`src/rtl/game_flow_ctrl.sv`:
```
// Game flow controller: song select, countdown, note judgement and scoring,
// result freeze. Drives shift_load's song select and note delete.
module game_flow_ctrl #(
  parameter int TICK_DIV    = 25000000,
  parameter int COUNT_TICKS = 3,
  parameter int FLASH_CYC   = 12500000
) (
  input  logic        clk,
  input  logic        rst,
  input  logic        yellow_button,
  input  logic        red_button,
  input  logic        blue_button,
  input  logic        note_R_judge,
  input  logic        note_B_judge,
  input  logic [2:0]  offset,
  input  logic        finish,
  output logic [1:0]  song,
  output logic        delete,
  output logic [2:0]  state,
  output logic [1:0]  sel_song,
  output logic [2:0]  count_digit,
  output logic [1:0]  grade,
  output logic [15:0] score,
  output logic [7:0]  cur_combo,
  output logic [7:0]  max_combo,
  output logic [7:0]  miss_cnt
);

  localparam int TW = (TICK_DIV > 1) ? $clog2(TICK_DIV) : 1;
  localparam int FW = (FLASH_CYC > 1) ? $clog2(FLASH_CYC) : 1;

  typedef enum logic [2:0] {
    S_IDLE      = 3'd0,
    S_SELECT    = 3'd1,
    S_COUNTDOWN = 3'd2,
    S_PLAY      = 3'd3,
    S_RESULT    = 3'd4
  } state_t;

  state_t cur_st, nxt_st;

  logic          yellow_q, red_q, blue_q, finish_q;
  logic [2:0]    offset_q;
  logic [TW-1:0] tick_cnt;
  logic [FW-1:0] flash_cnt;
  logic          hit_lock;

  logic yellow_e, red_e, blue_e, finish_e;
  logic in_play, play_entry, wrap, press_ok, wrong_press, hit, passed, miss_ev, perfect;
  logic [16:0] score_sum;
  logic [15:0] score_next;
  logic [7:0]  combo_inc;

  assign yellow_e = yellow_button & ~yellow_q;
  assign red_e    = red_button    & ~red_q;
  assign blue_e   = blue_button   & ~blue_q;
  assign finish_e = finish        & ~finish_q;

  assign in_play    = (cur_st == S_PLAY);
  assign play_entry = (cur_st == S_COUNTDOWN) && (count_digit == 3'd0);
  assign wrap       = (offset_q == 3'd6) && (offset == 3'd0);
  assign perfect    = (offset >= 3'd2) && (offset <= 3'd4);

  // Presses are only judged while unlocked; a locked press is silently dropped.
  assign press_ok    = in_play & ~hit_lock & (red_e | blue_e);
  assign wrong_press = press_ok & ((red_e & blue_e) | (red_e & ~note_R_judge) | (blue_e & ~note_B_judge));
  assign hit         = press_ok & ~wrong_press;
  assign passed      = in_play & wrap & (note_R_judge | note_B_judge) & ~hit_lock & ~hit;
  assign miss_ev     = wrong_press | passed;

  assign score_sum  = {1'b0, score} + (perfect ? 17'd3 : 17'd1);
  assign score_next = score_sum[16] ? 16'hFFFF : score_sum[15:0];
  assign combo_inc  = (cur_combo == 8'hFF) ? 8'hFF : cur_combo + 8'd1;

  always_ff @(posedge clk or posedge rst) begin
    if (rst) cur_st <= S_IDLE;
    else     cur_st <= nxt_st;
  end

  always_comb begin
    nxt_st = cur_st;
    case (cur_st)
      S_IDLE:      if (yellow_e) nxt_st = S_SELECT;
      S_SELECT:    if (yellow_e) nxt_st = S_COUNTDOWN;
      S_COUNTDOWN: if (count_digit == 3'd0) nxt_st = S_PLAY;
      S_PLAY:      if (finish_e) nxt_st = S_RESULT;
      S_RESULT:    if (yellow_e) nxt_st = S_IDLE;
      default:     nxt_st = S_IDLE;
    endcase
  end

  always_comb begin
    state = cur_st;
    song  = '0;
    if (cur_st == S_PLAY) song = sel_song;
  end

  always_ff @(posedge clk or posedge rst) begin
    if (rst) begin
      yellow_q    <= 1'b0;
      red_q       <= 1'b0;
      blue_q      <= 1'b0;
      finish_q    <= 1'b0;
      offset_q    <= '0;
      sel_song    <= 2'd1;
      count_digit <= '0;
      tick_cnt    <= '0;
    end else begin
      yellow_q <= yellow_button;
      red_q    <= red_button;
      blue_q   <= blue_button;
      finish_q <= finish;
      offset_q <= offset;
      case (cur_st)
        S_IDLE: if (yellow_e) sel_song <= 2'd1;
        S_SELECT: begin
          if (yellow_e) begin
            count_digit <= 3'(COUNT_TICKS);
            tick_cnt    <= '0;
          end else if (red_e) begin
            sel_song <= (sel_song == 2'd3) ? 2'd1 : sel_song + 2'd1;
          end else if (blue_e) begin
            sel_song <= (sel_song == 2'd1) ? 2'd3 : sel_song - 2'd1;
          end
        end
        S_COUNTDOWN: begin
          if (tick_cnt == TW'(TICK_DIV - 1)) begin
            tick_cnt <= '0;
            if (count_digit != 3'd0) count_digit <= count_digit - 3'd1;
          end else begin
            tick_cnt <= tick_cnt + 1'b1;
          end
        end
        default: ;
      endcase
    end
  end

  always_ff @(posedge clk or posedge rst) begin
    if (rst) begin
      delete    <= 1'b0;
      grade     <= '0;
      flash_cnt <= '0;
      score     <= '0;
      cur_combo <= '0;
      max_combo <= '0;
      miss_cnt  <= '0;
      hit_lock  <= 1'b0;
    end else begin
      delete <= hit;
      if (play_entry) begin
        grade     <= '0;
        flash_cnt <= '0;
        score     <= '0;
        cur_combo <= '0;
        max_combo <= '0;
        miss_cnt  <= '0;
        hit_lock  <= 1'b0;
      end else if (hit) begin
        score     <= score_next;
        cur_combo <= combo_inc;
        if (combo_inc > max_combo) max_combo <= combo_inc;
        grade     <= perfect ? 2'd1 : 2'd2;
        flash_cnt <= FW'(FLASH_CYC - 1);
        hit_lock  <= 1'b1;
      end else begin
        if (miss_ev) begin
          miss_cnt  <= (miss_cnt == 8'hFF) ? 8'hFF : miss_cnt + 8'd1;
          cur_combo <= '0;
          grade     <= 2'd3;
          flash_cnt <= FW'(FLASH_CYC - 1);
        end else if (grade != 2'd0) begin
          if (flash_cnt == '0) grade <= '0;
          else                 flash_cnt <= flash_cnt - 1'b1;
        end
        if (wrap) hit_lock <= 1'b0;
      end
    end
  end

endmodule

```
`config.mk`:
```
export PLATFORM = sky130hd
export DESIGN_NAME = game_flow_ctrl
export DESIGN_NICKNAME = d
export VERILOG_FILES = /design/src/rtl/game_flow_ctrl.sv
export SDC_FILE = /design/constraint.sdc
export NUM_CORES = 1
export LEC_CHECK = 0
export CAP_MARGIN = 5
export CORE_AREA = 4 4 128 130
export DETAILED_ROUTE_END_ITERATION = 10
export DIE_AREA = 0 0 132 134
export PLACE_DENSITY = 0.7
export SYNTH_ARGS = -nofsm -noshare
export SYNTH_HDL_FRONTEND = slang
export SYNTH_SLANG_ARGS = --single-unit
```
`constraint.sdc`:
```
create_clock -name clk -period 5.7 [get_ports clk]
set_input_delay 0.855 -clock clk [delete_from_list [all_inputs] [get_ports clk]]
set_output_delay 0.855 -clock clk [all_outputs]
set_load 0.03 [all_outputs]
```
==> metrics.cfg <==
[yosys]
synth_area_leader_cell = dfrtp_1
yosys_most_used_dff = dfrtp_1
synth_top_family_by_area = simple AND/OR/NAND/NOR gates
synth_compound_area_share_pct = 21.2
syn_nets = 681
synth_xor_area_share_pct = 0.869
synth_cells = 650
ys_ff_latch = 108
yosysWarnings = 0
syn-cell-area_sq_um = 6050
ys_types = 70
synth_fa_ha_area_share_pct = 4.26
synth_mux_area_share_pct = 1.37
synth_edf_count = 0
async_flop_share_pct = 100
synth_area_leaders = dfrtp_1 44%, ha_1 3.9%, nand2_1 3.5%
netlist.area_leader.share_pct = 44.3
syn_avg_cell_area_sq_um = 9.31
synthSimpleGateAreaFrac_pct = 23.5
yosysSeqAreaShare_pct = 44.7

[global_routing]
grt_pass1_wl_mm = 25.8
grt_overflow_total = 0
grt_max_degree = 67
grt_pass1_vias = 5122
antenna_found_initial = 0
grtUsageTotal_pct = 17.4

[run]
drv_cap = 0

[worst_hold_path]
hp-start = max_combo[1]
worstHoldPathType = flop to flop

[pwr]
p_per_area_nw_per_um2 = 444
finalPower_w = 0.00317
p_leak_nw = 2.87
ir_drop_mv = 0.244

[floorplanning]
rows = 45
die_area_sq_um = 17700
initial_utilization_pct = 39.9
coreArea_sq_um = 15100
top_level_ports = 64
die_height_um = 134
die_x_um = 132

[timing]
tns_ns = 0
period_share_pct = 61.6
finalHoldViolations = 0
report.final.slew_viol_count = 0
period_minus_slack_ns = 3.51
worst_pin_slew_ns = 1.00
setup_violations = 0
skew_ns = 0.0108
rsz0062_at_grt = false
timing.fmax_mhz = 285
maxSlewHeadroom_pct = 32.2

[clocking]
cts_tree = built
cts_max_level = 3
clock_path_buffers = 2
post-cts-setup-buffers = 0
post_cts_resized = 0
root_buffer = clkbuf_16
numCtsBuffers = 9
cts_num_sinks = 108
clock_latency_ns = 0.36
ctsHoldBuffers = 0
path_clk_slew_ns = 0.07

[worst_setup_path]
crit_start = red_button
worst_setup_path_start_kind = input port
worst-path-max-fanout = 30
crit_type = input port to flop
critPathRequiredTime_ns = 5.96
end_kind = flop
r2r-start = state[2]
worstPathArrival_ns = 3.77

[layout]
final.fill_count = 1426
final_core_util_pct = 47.2
antenna_cells = 0
stdcell_area_sq_um = 7150
drive_above_1_share_pct = 6.97
nNetsFinal = 729
syn_to_final_growth_pct = 18.1

[detailed_routing]
drt_pre_antenna_iters = 5
vias_per_cell = 5.99
drt_iter0_markers = 392
drt-total-wl_mm = 15.3
drc = 0
num_vias = 5340
ant_nets = 0
wl_per_cell_um = 17.2

[place]
routabilityCongestion = 0.833
port_buffers = 63
placed_cell_area_sq_um = 6830
post-dp-hpwl_mm = 10.7

[run_status]
outcome = finished, final reports clean

## logic make-up after synthesis
| logic type | Yosys count |
|---|---|
| and+or+nand+nor | 253 |
| AOI/OAI and AO/OA | 191 |
| DFF | 108 |
| buffers and inverters | 64 |
| adders and majority gates | 20 |
| muxes | 8 |
| xor gates and xnor gates | 6 |
## layout make-up
type | count | area [sq um] | share of cell area [%]
repair buffers | 68 | 668 | 9.35
clock buffers | 11 | 253 | 3.54
well taps | 188 | 235 | 3.29
multi-input cells | 478 | 3090 | 43.3
inverters | 33 | 126 | 1.77
clock inverters | 5 | 67.6 | 0.945
flip-flops and latches | 108 | 2700 | 37.8
## report_power, final
part	internal (W)	switching, W
sequential	0.000937	0.000242
combinational	0.000537	0.000783
clock	0.000371	0.000300
total	0.00184	0.00133
## sequential cells by signal, summed over array words and instances, names as in the netlist, 3 cells and up
signal and flops:
tick_cnt 25, flash_cnt 24, score 16, cur_combo 8, max_combo 8, miss_cnt 8
count_digit 3, offset_q 3, state 3
## per-layer routing
layer  global-route usage (%)  up-vias  part of all wire (%)
met2                     28.1      126                    48
met3                     3.86       17                   4.4
met1                     23.7     2650                    46
met5                        0        -                     0
met4                     5.31        0                   1.2
li1                         -     2547                     -
## layout by cell type, fill, tap and decap left out, types with 11 or more instances in the layout
master           synthesis  layout
dfrtp_1                107     107
clkdlybuf4s50_1          0      63
nand3_1                 28      28
a31oi_1                 32      32
o2bb2ai_1               12      12
or4_1                   11      11
o21ai_0                 42      42
nand2_1                 57      57
ha_1                    19      19
inv_1                   33      32
a21oi_1                 33      33
or3_1                   22      22
o31ai_1                 12      12
nand4_1                 17      17
nor2_1                  30      30
## critical path: stages
cell,delay [ns]
clkdlybuf4s50_1,0.49
nand2b_1,0.11
nand3_1,0.14
a21o_1,0.74
inv_1,0.61
a31oi_1,0.63
o2bb2ai_1,0.19
## stage by stage
stage | cells | setup WS, ns | hold slack (ns)
final | 891 | 2.19 | 0.524
after CTS | 891 | 2.23 | 0.519
after global routing | 891 | 1.96 | 0.546
after global placement | 875 | 2.02 | 0.485
after floorplan | 650 | 2.00 | 0.460
after detailed placement | 875 | 1.87 | 0.498
## worst paths after layout
path	to	depth (start not counted)	slack, ns
worst max-delay path	max_combo[4]	7	2.19
worst min-delay path	max_combo[1]	1	0.52
worst max register to register	max_combo[4]	5	2.66
worst min register to register	max_combo[1]	1	0.52
max in group asynchronous	score[15]	3	3.59
min in group asynchronous	tick_cnt[12]	2	1.02
## Yosys cell counts, drive strengths merged (6+ instances only)
cell type	number
clkbuf	26
nor2	30
o31ai	12
or4	13
o2bb2ai	12
and3	10
nor2b	7
nor4	8
nand4	17
dfrtp	107
ha	19
or3	26
a211oi	8
and4	6
nand2b	11
nor3	8
a21oi	33
a22o	6
o21ai	44
inv	33
and2	9
nand2	57
nand3	28
mux2i	6
or2	6
a31oi	32
Power figures use the tool's default switching activity.
